==> config.mk <==
export PLATFORM = sky130hd
export DESIGN_NAME = reg_bank_writer_flat
export DESIGN_NICKNAME = d
export VERILOG_FILES = /design/src/rtl/reg_bank_writer_pkg.sv /design/src/rtl/reg_bank_writer_if.sv /design/src/rtl/reg_bank_writer_reg_sel_decoder.sv /design/src/rtl/reg_bank_writer.sv /design/src/flat_wrapper.sv
export SDC_FILE = /design/constraint.sdc
export NUM_CORES = 1
export LEC_CHECK = 0
export CAP_MARGIN = 20
export CORE_MARGIN = 10
export CORE_UTILIZATION = 52
export CTS_BUF_LIST = sky130_fd_sc_hd__clkbuf_16
export DETAILED_ROUTE_END_ITERATION = 6
export GPL_ROUTABILITY_DRIVEN = 0
export PLACE_DENSITY = 0.85
export SETUP_SLACK_MARGIN = 0.3
export SKIP_CTS_REPAIR_TIMING = 1
export SLEW_MARGIN = 25
export SYNTH_ARGS = -nofsm -noshare
export SYNTH_HDL_FRONTEND = slang
export SYNTH_SLANG_ARGS = --single-unit
==> constraint.sdc <==
create_clock -name Clk -period 3.3 [get_ports Clk]
set_input_delay 0.495 -clock Clk [delete_from_list [all_inputs] [get_ports Clk]]
set_output_delay 0.495 -clock Clk [all_outputs]
set_load 0.02 [all_outputs]
==> src/rtl/reg_bank_writer_pkg.sv <==
// Shared CPU register-bank definitions: sizes, register indices, FSM encoding.
package reg_bank_writer_pkg;

  localparam int WIDTH_DEF    = 8;
  localparam int NUM_REGS_DEF = 7;
  localparam int SEL_W        = 3;

  localparam logic [SEL_W-1:0] REG_A = 3'd0;
  localparam logic [SEL_W-1:0] REG_B = 3'd1;
  localparam logic [SEL_W-1:0] REG_C = 3'd2;
  localparam logic [SEL_W-1:0] REG_D = 3'd3;
  localparam logic [SEL_W-1:0] REG_E = 3'd4;
  localparam logic [SEL_W-1:0] REG_F = 3'd5;
  localparam logic [SEL_W-1:0] REG_G = 3'd6;

  typedef enum logic {
    ST_IDLE  = 1'b0,
    ST_CLEAR = 1'b1
  } state_e;

  // Sweep counter width; at least one bit even for a single-register bank.
  function automatic int cnt_w(input int n);
    return (n > 1) ? $clog2(n) : 1;
  endfunction

endpackage

==> src/rtl/reg_bank_writer_if.sv <==
// Write-port handshake bundle for the register bank.
interface reg_bank_writer_if
  import reg_bank_writer_pkg::*;
#(
  parameter int WIDTH = WIDTH_DEF
);
  logic             Wr_Valid;
  logic             Wr_Ready;
  logic [SEL_W-1:0] Wr_Sel;
  logic [WIDTH-1:0] Wr_Data;

  modport master (output Wr_Valid, output Wr_Sel, output Wr_Data, input  Wr_Ready);
  modport slave  (input  Wr_Valid, input  Wr_Sel, input  Wr_Data, output Wr_Ready);
endinterface

==> src/rtl/reg_bank_writer_reg_sel_decoder.sv <==
// Turns a register select plus enable into a one-hot write-enable vector.
// Selects beyond the implemented registers raise illegal_o instead.
module reg_sel_decoder
  import reg_bank_writer_pkg::*;
#(
  parameter int NUM_REGS = NUM_REGS_DEF
) (
  input  logic [SEL_W-1:0]    sel_i,
  input  logic                en_i,
  output logic [NUM_REGS-1:0] we_o,
  output logic                illegal_o
);

  // One-hot decode gated by the enable; illegal only for enabled out-of-range selects.
  always_comb begin
    we_o = '0;
    for (int i = 0; i < NUM_REGS; i++) begin
      we_o[i] = en_i && (int'(sel_i) == i);
    end
    illegal_o = en_i && (int'(sel_i) >= NUM_REGS);
  end

endmodule

==> src/rtl/reg_bank_writer.sv <==
// Write side of the general register bank: handshaked single writes,
// a one-register-per-cycle clear sweep, and a sticky illegal-select flag.
module reg_bank_writer
  import reg_bank_writer_pkg::*;
#(
  parameter int               WIDTH     = WIDTH_DEF,
  parameter int               NUM_REGS  = NUM_REGS_DEF,
  parameter logic [WIDTH-1:0] RESET_VAL = '0
) (
  input  logic             Clk,
  input  logic             Reset_n,
  reg_bank_writer_if.slave wr,
  input  logic             Clr_Req,
  input  logic             Err_Clr,
  output logic             Busy,
  output logic             Err,
  output logic [WIDTH-1:0] A,
  output logic [WIDTH-1:0] B,
  output logic [WIDTH-1:0] C,
  output logic [WIDTH-1:0] D,
  output logic [WIDTH-1:0] E,
  output logic [WIDTH-1:0] F,
  output logic [WIDTH-1:0] G
);

  localparam int               CNT_W    = cnt_w(NUM_REGS);
  localparam logic [CNT_W-1:0] CNT_LAST = CNT_W'(NUM_REGS - 1);
  localparam int               NVIEW    = (NUM_REGS < 7) ? NUM_REGS : 7;

  state_e                     state_q, state_d;
  logic [CNT_W-1:0]           cnt_q, cnt_d;
  logic                       err_q, err_d;
  logic [NUM_REGS-1:0][WIDTH-1:0] regs_q;
  logic [NUM_REGS-1:0]        wr_we, clr_we;
  logic                       wr_fire, wr_illegal, in_clear;
  logic [6:0][WIDTH-1:0]      view;

  assign wr_fire = wr.Wr_Valid & wr.Wr_Ready;

  reg_sel_decoder #(.NUM_REGS(NUM_REGS)) u_dec (
    .sel_i    (wr.Wr_Sel),
    .en_i     (wr_fire),
    .we_o     (wr_we),
    .illegal_o(wr_illegal)
  );

  // FSM state and sweep counter registers.
  always_ff @(posedge Clk or negedge Reset_n) begin
    if (!Reset_n) begin
      state_q <= ST_IDLE;
      cnt_q   <= '0;
    end else begin
      state_q <= state_d;
      cnt_q   <= cnt_d;
    end
  end

  // Next state: a clear request only matters in IDLE, so the sweep never restarts.
  always_comb begin
    state_d = state_q;
    cnt_d   = cnt_q;
    case (state_q)
      ST_IDLE: begin
        if (Clr_Req) begin
          state_d = ST_CLEAR;
          cnt_d   = '0;
        end
      end
      ST_CLEAR: begin
        if (cnt_q == CNT_LAST) begin
          state_d = ST_IDLE;
          cnt_d   = '0;
        end else begin
          cnt_d = cnt_q + 1'b1;
        end
      end
      default: begin
        state_d = ST_IDLE;
        cnt_d   = '0;
      end
    endcase
  end

  // Outputs from state: ready only in IDLE out of reset, clear strobe follows the counter.
  always_comb begin
    in_clear    = (state_q == ST_CLEAR);
    wr.Wr_Ready = (state_q == ST_IDLE) && Reset_n;
    clr_we      = '0;
    for (int i = 0; i < NUM_REGS; i++) begin
      clr_we[i] = in_clear && (cnt_q == CNT_W'(i));
    end
  end

  // Sticky error: a new illegal write wins over a same-edge clear.
  always_comb begin
    err_d = err_q;
    if (wr_illegal)   err_d = 1'b1;
    else if (Err_Clr) err_d = 1'b0;
  end

  // Error flag register.
  always_ff @(posedge Clk or negedge Reset_n) begin
    if (!Reset_n) err_q <= 1'b0;
    else          err_q <= err_d;
  end

  // Register bank; the sweep has priority, though no write is accepted while it runs.
  always_ff @(posedge Clk or negedge Reset_n) begin
    if (!Reset_n) begin
      for (int i = 0; i < NUM_REGS; i++) regs_q[i] <= RESET_VAL;
    end else begin
      for (int i = 0; i < NUM_REGS; i++) begin
        if (clr_we[i])     regs_q[i] <= RESET_VAL;
        else if (wr_we[i]) regs_q[i] <= wr.Wr_Data;
      end
    end
  end

  // Fixed A..G view; names not backed by a register read as RESET_VAL.
  always_comb begin
    view = {7{RESET_VAL}};
    for (int i = 0; i < NVIEW; i++) view[i] = regs_q[i];
  end

  assign A    = view[REG_A];
  assign B    = view[REG_B];
  assign C    = view[REG_C];
  assign D    = view[REG_D];
  assign E    = view[REG_E];
  assign F    = view[REG_F];
  assign G    = view[REG_G];
  assign Busy = in_clear;
  assign Err  = err_q;

endmodule

==> src/flat_wrapper.sv <==
// flat-port wrapper written by rule: the top's interface ports become plain ports
module reg_bank_writer_flat import reg_bank_writer_pkg::*;
#(
  parameter int               WIDTH     = WIDTH_DEF,
  parameter int               NUM_REGS  = NUM_REGS_DEF,
  parameter logic [WIDTH-1:0] RESET_VAL = '0
)
  (Clk, Reset_n, Clr_Req, Err_Clr, Busy, Err, A, B, C, D, E, F, G, wr_Wr_Valid, wr_Wr_Sel, wr_Wr_Data, wr_Wr_Ready);
  reg_bank_writer_if #(.WIDTH(WIDTH)) wr_i ();
  input  logic Clk;
  input  logic Reset_n;
  input  logic Clr_Req;
  input  logic Err_Clr;
  output logic Busy;
  output logic Err;
  output logic [WIDTH-1:0] A;
  output logic [WIDTH-1:0] B;
  output logic [WIDTH-1:0] C;
  output logic [WIDTH-1:0] D;
  output logic [WIDTH-1:0] E;
  output logic [WIDTH-1:0] F;
  output logic [WIDTH-1:0] G;
  input wire logic [$bits(wr_i.Wr_Valid)-1:0] wr_Wr_Valid;
  input wire logic [$bits(wr_i.Wr_Sel)-1:0] wr_Wr_Sel;
  input wire logic [$bits(wr_i.Wr_Data)-1:0] wr_Wr_Data;
  output wire logic [$bits(wr_i.Wr_Ready)-1:0] wr_Wr_Ready;
  assign wr_i.Wr_Valid = wr_Wr_Valid;
  assign wr_i.Wr_Sel = wr_Wr_Sel;
  assign wr_i.Wr_Data = wr_Wr_Data;
  assign wr_Wr_Ready = wr_i.Wr_Ready;
  reg_bank_writer #(.WIDTH(WIDTH), .NUM_REGS(NUM_REGS), .RESET_VAL(RESET_VAL)) u_core (.Clk(Clk), .Reset_n(Reset_n), .wr(wr_i), .Clr_Req(Clr_Req), .Err_Clr(Err_Clr), .Busy(Busy), .Err(Err), .A(A), .B(B), .C(C), .D(D), .E(E), .F(F), .G(G));
endmodule
==> results_tabular.tex, run 1 <==
\begin{tabular}{lr}
\hline
Metric & Value \\
\hline
\multicolumn{2}{l}{\textbf{Timing}} \\
Max Freq & 0.454 GHz \\
Tcrit/Tclk final & 66.8\% \\
Worst relative slew slack & 49.8\% \\
Final Hold Violating Endpoints & 0 \\
Final-layout setup total negative slack & 0 ns \\
Final count of negative-setup-slack endpoints & 0 \\
Slew at the pin closest to its max-slew limit & 0.753 ns \\
Setup repair after global routing missed its margin & false \\
Tmin final & 2.20 ns \\
Final setup skew & 0.00426 ns \\
Final Slew Violations & 0 \\
\multicolumn{2}{l}{\textbf{Clocking}} \\
Clock tree from TritonCTS & built \\
Total clock sinks & 61 \\
Num CTS Buffers & 9 \\
Clock-pin slew on the worst setup and hold paths & 0.05 ns \\
Depth of the CTS H-tree & 3 \\
Insertion delay to the later sink of the worst-skew pair & 0.33 ns \\
Buffer depth of the longest clock path & 2 \\
Cell at the root of the clock tree & clkbuf\_16 \\
\multicolumn{2}{l}{\textbf{Yosys}} \\
Syn Inst Count & 284 \\
Sequential-to-total area share from yosys stat & 55.4\% \\
Count of state elements after synthesis & 61 \\
Mean area per synthesized cell & 9.71 um\^{}2 \\
Largest area contributor in the netlist & dfrtp\_1 \\
Share of the synthesized area in the top cell type & 55.4\% \\
Distinct cells, synth & 31 \\
Post-Syn Area & 2760 um\^{}2 \\
Largest cells by area after synthesis & dfrtp\_1 55\%, nand2\_1 8.0\%, nand3\_1 7.3\% \\
Post-Syn Nets & 301 \\
Total number of yosys warnings & 0 \\
\multicolumn{2}{l}{\textbf{Detailed routing}} \\
Length of the first detailed-routing pass in iterations & 5 \\
Remaining antenna violation count & 0 \\
Detailed Route Iter0 Violations & 171 \\
Drt total wl & 7.81 mm \\
Via density per instance & 5.57 \\
Average detailed-routed wire length per instance & 18.4 um \\
Drt drc & 0 \\
Vias after detailed routing & 2368 \\
\multicolumn{2}{l}{\textbf{Pwr}} \\
Sum of internal, switching and leakage power & 3.02 mW \\
Peak supply drop & 0.565 mV \\
Lkg Pwr & 1.73 nW \\
Power density over cell area & 809 nW/um\^{}2 \\
\multicolumn{2}{l}{\textbf{Setup path}} \\
Type of element capturing the critical path & primary output \\
Top cell family by delay on the critical path & buffers and inverters \\
Reg-to-reg setup timing slack & 1.39 ns \\
Source of the worst register-to-register timing path & u\_core.Busy \\
Reg2reg end & u\_core.E[4] \\
Required time of the critical path & 2.80 ns \\
Path depth of the worst reg2reg path & 3 \\
Worst setup path category & reg -> out \\
Worst stage delay on the critical path & 0.71 ns \\
Slowest cell on the critical path & clkdlybuf4s50\_1 \\
Origin of the worst setup path & u\_core.Busy \\
Critical path fanouts, max & 18 \\
Critical Path, Cell by Cell & clkdlybuf4s50\_1 \\
Arrival time of the worst setup path & 1.71 ns \\
Buffer and inverter count on the worst path & 1 \\
CP startpoint kind & register \\
\multicolumn{2}{l}{\textbf{Die}} \\
Overall die height & 92.8 um \\
Placement row count & 26 \\
Total core area & 5140 um\^{}2 \\
Starting density of the core & 53.6\% \\
Boundary Pins & 75 \\
Die span in x & 92.8 um \\
Die Footprint & 8610 um\^{}2 \\
\multicolumn{2}{l}{\textbf{Global route}} \\
Global-route wire length before repair & 12.8 mm \\
Overall overflow remaining after global route & 0 \\
Overall routing resource usage & 18.9\% \\
Maximum number of pins on one net before global-route repair & 62 \\
Via count of the first global-routing pass & 2477 \\
Antenna violations before repair & 0 \\
\multicolumn{2}{l}{\textbf{Finish}} \\
Final net count & 368 \\
Fill count & 409 \\
Core occupancy in the finished layout & 72.7\% \\
Fraction of layout cells with a size suffix above 1 & 5.63\% \\
Inserted Diodes & 0 \\
Final non-filler cell total & 425 \\
Area overhead of the layout relative to synthesis & 35.5\% \\
\multicolumn{2}{l}{\textbf{Placement}} \\
DP Cell Count & 410 \\
IO buf count & 74 \\
Half-perimeter wire length after placement & 5.33 mm \\
\multicolumn{2}{l}{\textbf{Run}} \\
Max-capacitance violation count & 0 \\
\multicolumn{2}{l}{\textbf{Min path}} \\
Classification of the worst-slack hold path & in -> async \\
\multicolumn{2}{l}{\textbf{Run status}} \\
Outcome & finished clean \\
\hline
\end{tabular}
-- power by group --
part	switching (mW)	internal, mW
logic	0.609	0.487
registers	0.184	0.955
clock network	0.303	0.487
-- metrics by stage --
step / instance area (um^2) / worst slack, ns / hold slack (ns)
global route: 3730 / 0.971 / 0.447
detailed placement: 3490 / 1.02 / 0.513
CTS: 3730 / 1.08 / 0.402
global placement: 3490 / 1.11 / 0.506
floorplan: 2760 / 1.70 / 0.199
finish: 3730 / 1.10 / 0.362
-- flip-flops by register name, indices dropped and copies added (netlist names) --
register and flops:
u_core.Err 1, u_core.C 8, u_core.Busy 1, u_core.E 8, u_core.B 8, u_core.D 8, u_core.cnt_q 3, u_core.F 8
u_core.A 8, u_core.G 8
-- metal layers --
metal,track usage (%),routed length (um),up-vias
li1,-,-,1097
met1,21.8,3090,1131
met2,30.3,3830,117
met3,6.38,695,23
met4,10.0,195,0
met5,0,0,-
-- logic make-up after synthesis --
group                      synth area share, %
buffers and inverters                     6.26
AOI/OAI and AO/OA                         8.81
muxes                                     5.81
adders and majority gates                0.454
and+or+nand+nor                           23.3
DFF                                       55.4
-- worst max path at each step --
stage                   to  depth (start not counted)
6_report              Busy                          1
5_1_grt        wr_Wr_Ready                          2
4_1_cts               Busy                          1
3_5_place_dp   u_core.F[1]                          4
3_3_place_gp   u_core.F[5]                          4
2_1_floorplan  wr_Wr_Ready                          3
-- final cells by class --
type | count | area [um^2] | share of cell area, %
Sequential cell | 61 | 1530 | 40.9
Clock buffer | 9 | 225 | 6.03
Inverter | 11 | 41.3 | 1.11
Timing Repair Buffer | 79 | 773 | 20.7
Clock inverter | 6 | 23.8 | 0.637
Multi-Input combinational cell | 189 | 1060 | 28.3
Tap cell | 70 | 87.6 | 2.35
-- placed cells by master, fill, tap and decap left out, types with 2 or more instances in the layout --
master	instances
and2_1	5
and3b_1	3
buf_4	5
clkbuf_16	9
clkdlybuf4s50_1	73
clkinv_1	3
dfrtp_1	61
inv_1	13
mux2i_1	16
nand2_1	59
nand2b_1	2
nand3_1	40
nand4b_1	2
nand4bb_1	3
nor2b_1	2
o21ai_0	4
o21ai_1	40
-- synth_stat cells, drive strengths merged --
cell type  instances
nand3             40
mux2i             16
ha                 1
o21a               1
nor3b              3
nand2b             2
inv               11
nand3b             1
nand4b             2
o211ai             1
dfrtp             61
nand2             61
o31ai              1
buf               19
nand4bb            3
clkbuf             4
and2               6
or4b               1
o21ai             44
nor2b              2
and3b              3
and3               1
No activity file was read; power rests on OpenSTA's default activity.
==> run 2: changes to the inputs <==
--- a/config.mk
+++ b/config.mk
@@ -7,11 +7,11 @@
 export LEC_CHECK = 0
 export CAP_MARGIN = 20
 export CORE_MARGIN = 10
-export CORE_UTILIZATION = 52
+export CORE_UTILIZATION = 48
 export CTS_BUF_LIST = sky130_fd_sc_hd__clkbuf_16
 export DETAILED_ROUTE_END_ITERATION = 6
 export GPL_ROUTABILITY_DRIVEN = 0
-export PLACE_DENSITY = 0.85
+export PLACE_DENSITY = 0.8
 export SETUP_SLACK_MARGIN = 0.3
 export SKIP_CTS_REPAIR_TIMING = 1
 export SLEW_MARGIN = 25
==> constraint.sdc (replaced) <==
create_clock -name Clk -period 2.1 [get_ports Clk]
set_input_delay 0.315 -clock Clk [delete_from_list [all_inputs] [get_ports Clk]]
set_output_delay 0.315 -clock Clk [all_outputs]
set_load 0.02 [all_outputs]
==> run 2 against run 1 <==
  * Utilization decreased by 4.2 points
  * Hold slack got worse by 0.16 ns
  * Power increased by 57%
  * Largest power group unchanged
==> results_tabular.tex, run 2 (synthesized netlist as in run 1, its figures left out) <==
\begin{tabular}{lr}
\hline
Metric & Value \\
\hline
\multicolumn{2}{l}{\textbf{Detailed routing}} \\
Average detailed-routed wire length per instance & 18.2 um \\
Via density per instance & 5.49 \\
Remaining antenna violation count & 0 \\
Length of the first detailed-routing pass in iterations & 4 \\
Vias after detailed routing & 2378 \\
Detailed Route Iter0 Violations & 185 \\
Drt total wl & 7.86 mm \\
Drt drc & 0 \\
\multicolumn{2}{l}{\textbf{Run}} \\
Max-capacitance violation count & 0 \\
\multicolumn{2}{l}{\textbf{Timing}} \\
Final count of negative-setup-slack endpoints & 0 \\
Final Slew Violations & 0 \\
Max Freq & 0.535 GHz \\
Tcrit/Tclk final & 89.0\% \\
Setup slack of the critical path after layout & 0.231 ns \\
Final Hold Violating Endpoints & 0 \\
Slew at the pin closest to its max-slew limit & 0.745 ns \\
Tmin final & 1.87 ns \\
Worst relative slew slack & 50.3\% \\
Final setup skew & 0.00355 ns \\
Final-layout setup total negative slack & 0 ns \\
Setup repair after global routing missed its margin & true \\
\multicolumn{2}{l}{\textbf{Placement}} \\
Placed standard-cell area & 3540 um\^{}2 \\
Placement-stage worst setup slack & 0.280 ns \\
Half-perimeter wire length after placement & 5.50 mm \\
IO buf count & 74 \\
\multicolumn{2}{l}{\textbf{Setup path}} \\
Arrival time of the worst setup path & 1.55 ns \\
Slowest cell on the critical path & clkdlybuf4s50\_1 \\
Buffer and inverter count on the worst path & 1 \\
Worst setup path category & reg -> out \\
Required time of the critical path & 1.78 ns \\
Critical Path, Cell by Cell & clkdlybuf4s50\_1 \\
Type of element capturing the critical path & primary output \\
CP startpoint kind & register \\
Critical path fanouts, max & 18 \\
Worst stage delay on the critical path & 0.68 ns \\
Top cell family by delay on the critical path & buffers and inverters \\
\multicolumn{2}{l}{\textbf{Clocking}} \\
Clock-pin slew on the worst setup and hold paths & 0.05 ns \\
Buffer depth of the longest clock path & 2 \\
Insertion delay to the later sink of the worst-skew pair & 0.32 ns \\
Depth of the CTS H-tree & 3 \\
Cell at the root of the clock tree & clkbuf\_16 \\
Num CTS Buffers & 9 \\
Total clock sinks & 61 \\
Clock tree from TritonCTS & built \\
\multicolumn{2}{l}{\textbf{Pwr}} \\
Peak supply drop & 0.639 mV \\
Power density over cell area & 1260 nW/um\^{}2 \\
Lkg Pwr & 1.79 nW \\
\multicolumn{2}{l}{\textbf{Global route}} \\
Overall overflow remaining after global route & 0 \\
Global-route wire length before repair & 12.1 mm \\
Antenna violations before repair & 0 \\
Maximum number of pins on one net before global-route repair & 62 \\
Overall routing resource usage & 17.3\% \\
Via count of the first global-routing pass & 2410 \\
\multicolumn{2}{l}{\textbf{Finish}} \\
Most common cell after layout, fill and taps aside & clkdlybuf4s50\_1 \\
Fill count & 445 \\
Final Instance Area & 3790 um\^{}2 \\
Inserted Diodes & 0 \\
Area overhead of the layout relative to synthesis & 37.5\% \\
Highest-count cells in the layout ignoring fill and taps & 72 x clkdlybuf4s50\_1, 60 x dfrtp\_1, 59 x nand2\_1 \\
Fraction of layout cells with a size suffix above 1 & 8.03\% \\
Final net count & 375 \\
\multicolumn{2}{l}{\textbf{Min path}} \\
Classification of the worst-slack hold path & in -> async \\
\multicolumn{2}{l}{\textbf{Die}} \\
Boundary Pins & 75 \\
Die Footprint & 9170 um\^{}2 \\
Die span in x & 95.8 um \\
Total core area & 5540 um\^{}2 \\
Placement row count & 27 \\
Starting density of the core & 49.8\% \\
Overall die height & 95.8 um \\
\multicolumn{2}{l}{\textbf{Run status}} \\
Outcome & finished clean \\
\hline
\end{tabular}
## run 2: cell types whose count changed in the layout (fill, tap and decap cells not counted)
cell,previous run,this run
clkinv_1,3,2
dfrtp_2,0,1
buf_4,5,12
dfrtp_1,61,60
dlymetal6s2s_1,0,1
clkdlybuf4s50_1,73,72
clkinv_2,1,2
inv_1,13,12
## run 2: cell type report
type	instances	area (um^2)	share of cell area, %
multi-input combinational	189	1060	27.9
tap	72	90.1	2.38
timing repair buffer	86	828	21.8
clock inverter	5	21.3	0.561
clock buffer	9	225	5.94
sequential	61	1530	40.3
inverter	11	41.3	1.09
## run 2: metrics by stage
stage                     power, mW  utilization (%)  hold WS (ns)  cells
after floorplan                2.69                -        0.0194    284
after global placement         3.49             63.9         0.511    419
after detailed placement       3.54             63.9         0.510    419
after CTS                      4.79             68.4         0.217    433
after global routing           5.01             68.4         0.264    433
final                          4.76             68.4         0.204    433
## run 2: worst paths after layout
| path | startpoint | endpoint | slack, ns | depth (start not counted) |
|---|---|---|---|---|
| setup / recovery | u_core.Busy | Busy | 0.23 | 1 |
| hold / removal | Reset_n | u_core.A[6] | 0.20 | 2 |
| setup reg to reg | u_core.Busy | u_core.F[6] | 0.50 | 3 |
| hold reg to reg | u_core.C[0] | u_core.C[0] | 0.52 | 2 |
| max in group asynchronous | Reset_n | u_core.Busy | 1.38 | 2 |
| min in group Clk | Reset_n | u_core.E[7] | 0.48 | 4 |
## run 2: per-layer routing
layer | track usage [%] | vias to the layer above | share of wire (%) | routed length [um]
met4 | 8.48 | 0 | 1.9 | 153
li1 | - | 1101 | - | -
met5 | 0 | - | 0 | 0
met1 | 21.3 | 1158 | 41 | 3190
met3 | 5.76 | 13 | 10 | 799
met2 | 26.8 | 106 | 47 | 3720
## run 2: report_power, final
part / total, mW / leakage (nW) / switching [mW] / internal (mW)
Sequential: 1.80 / 0.829 / 0.298 / 1.50
Clock: 1.23 / 0.127 / 0.467 / 0.764
Combinational: 1.73 / 0.830 / 0.953 / 0.775
Total: 4.76 / 1.79 / 1.72 / 3.04
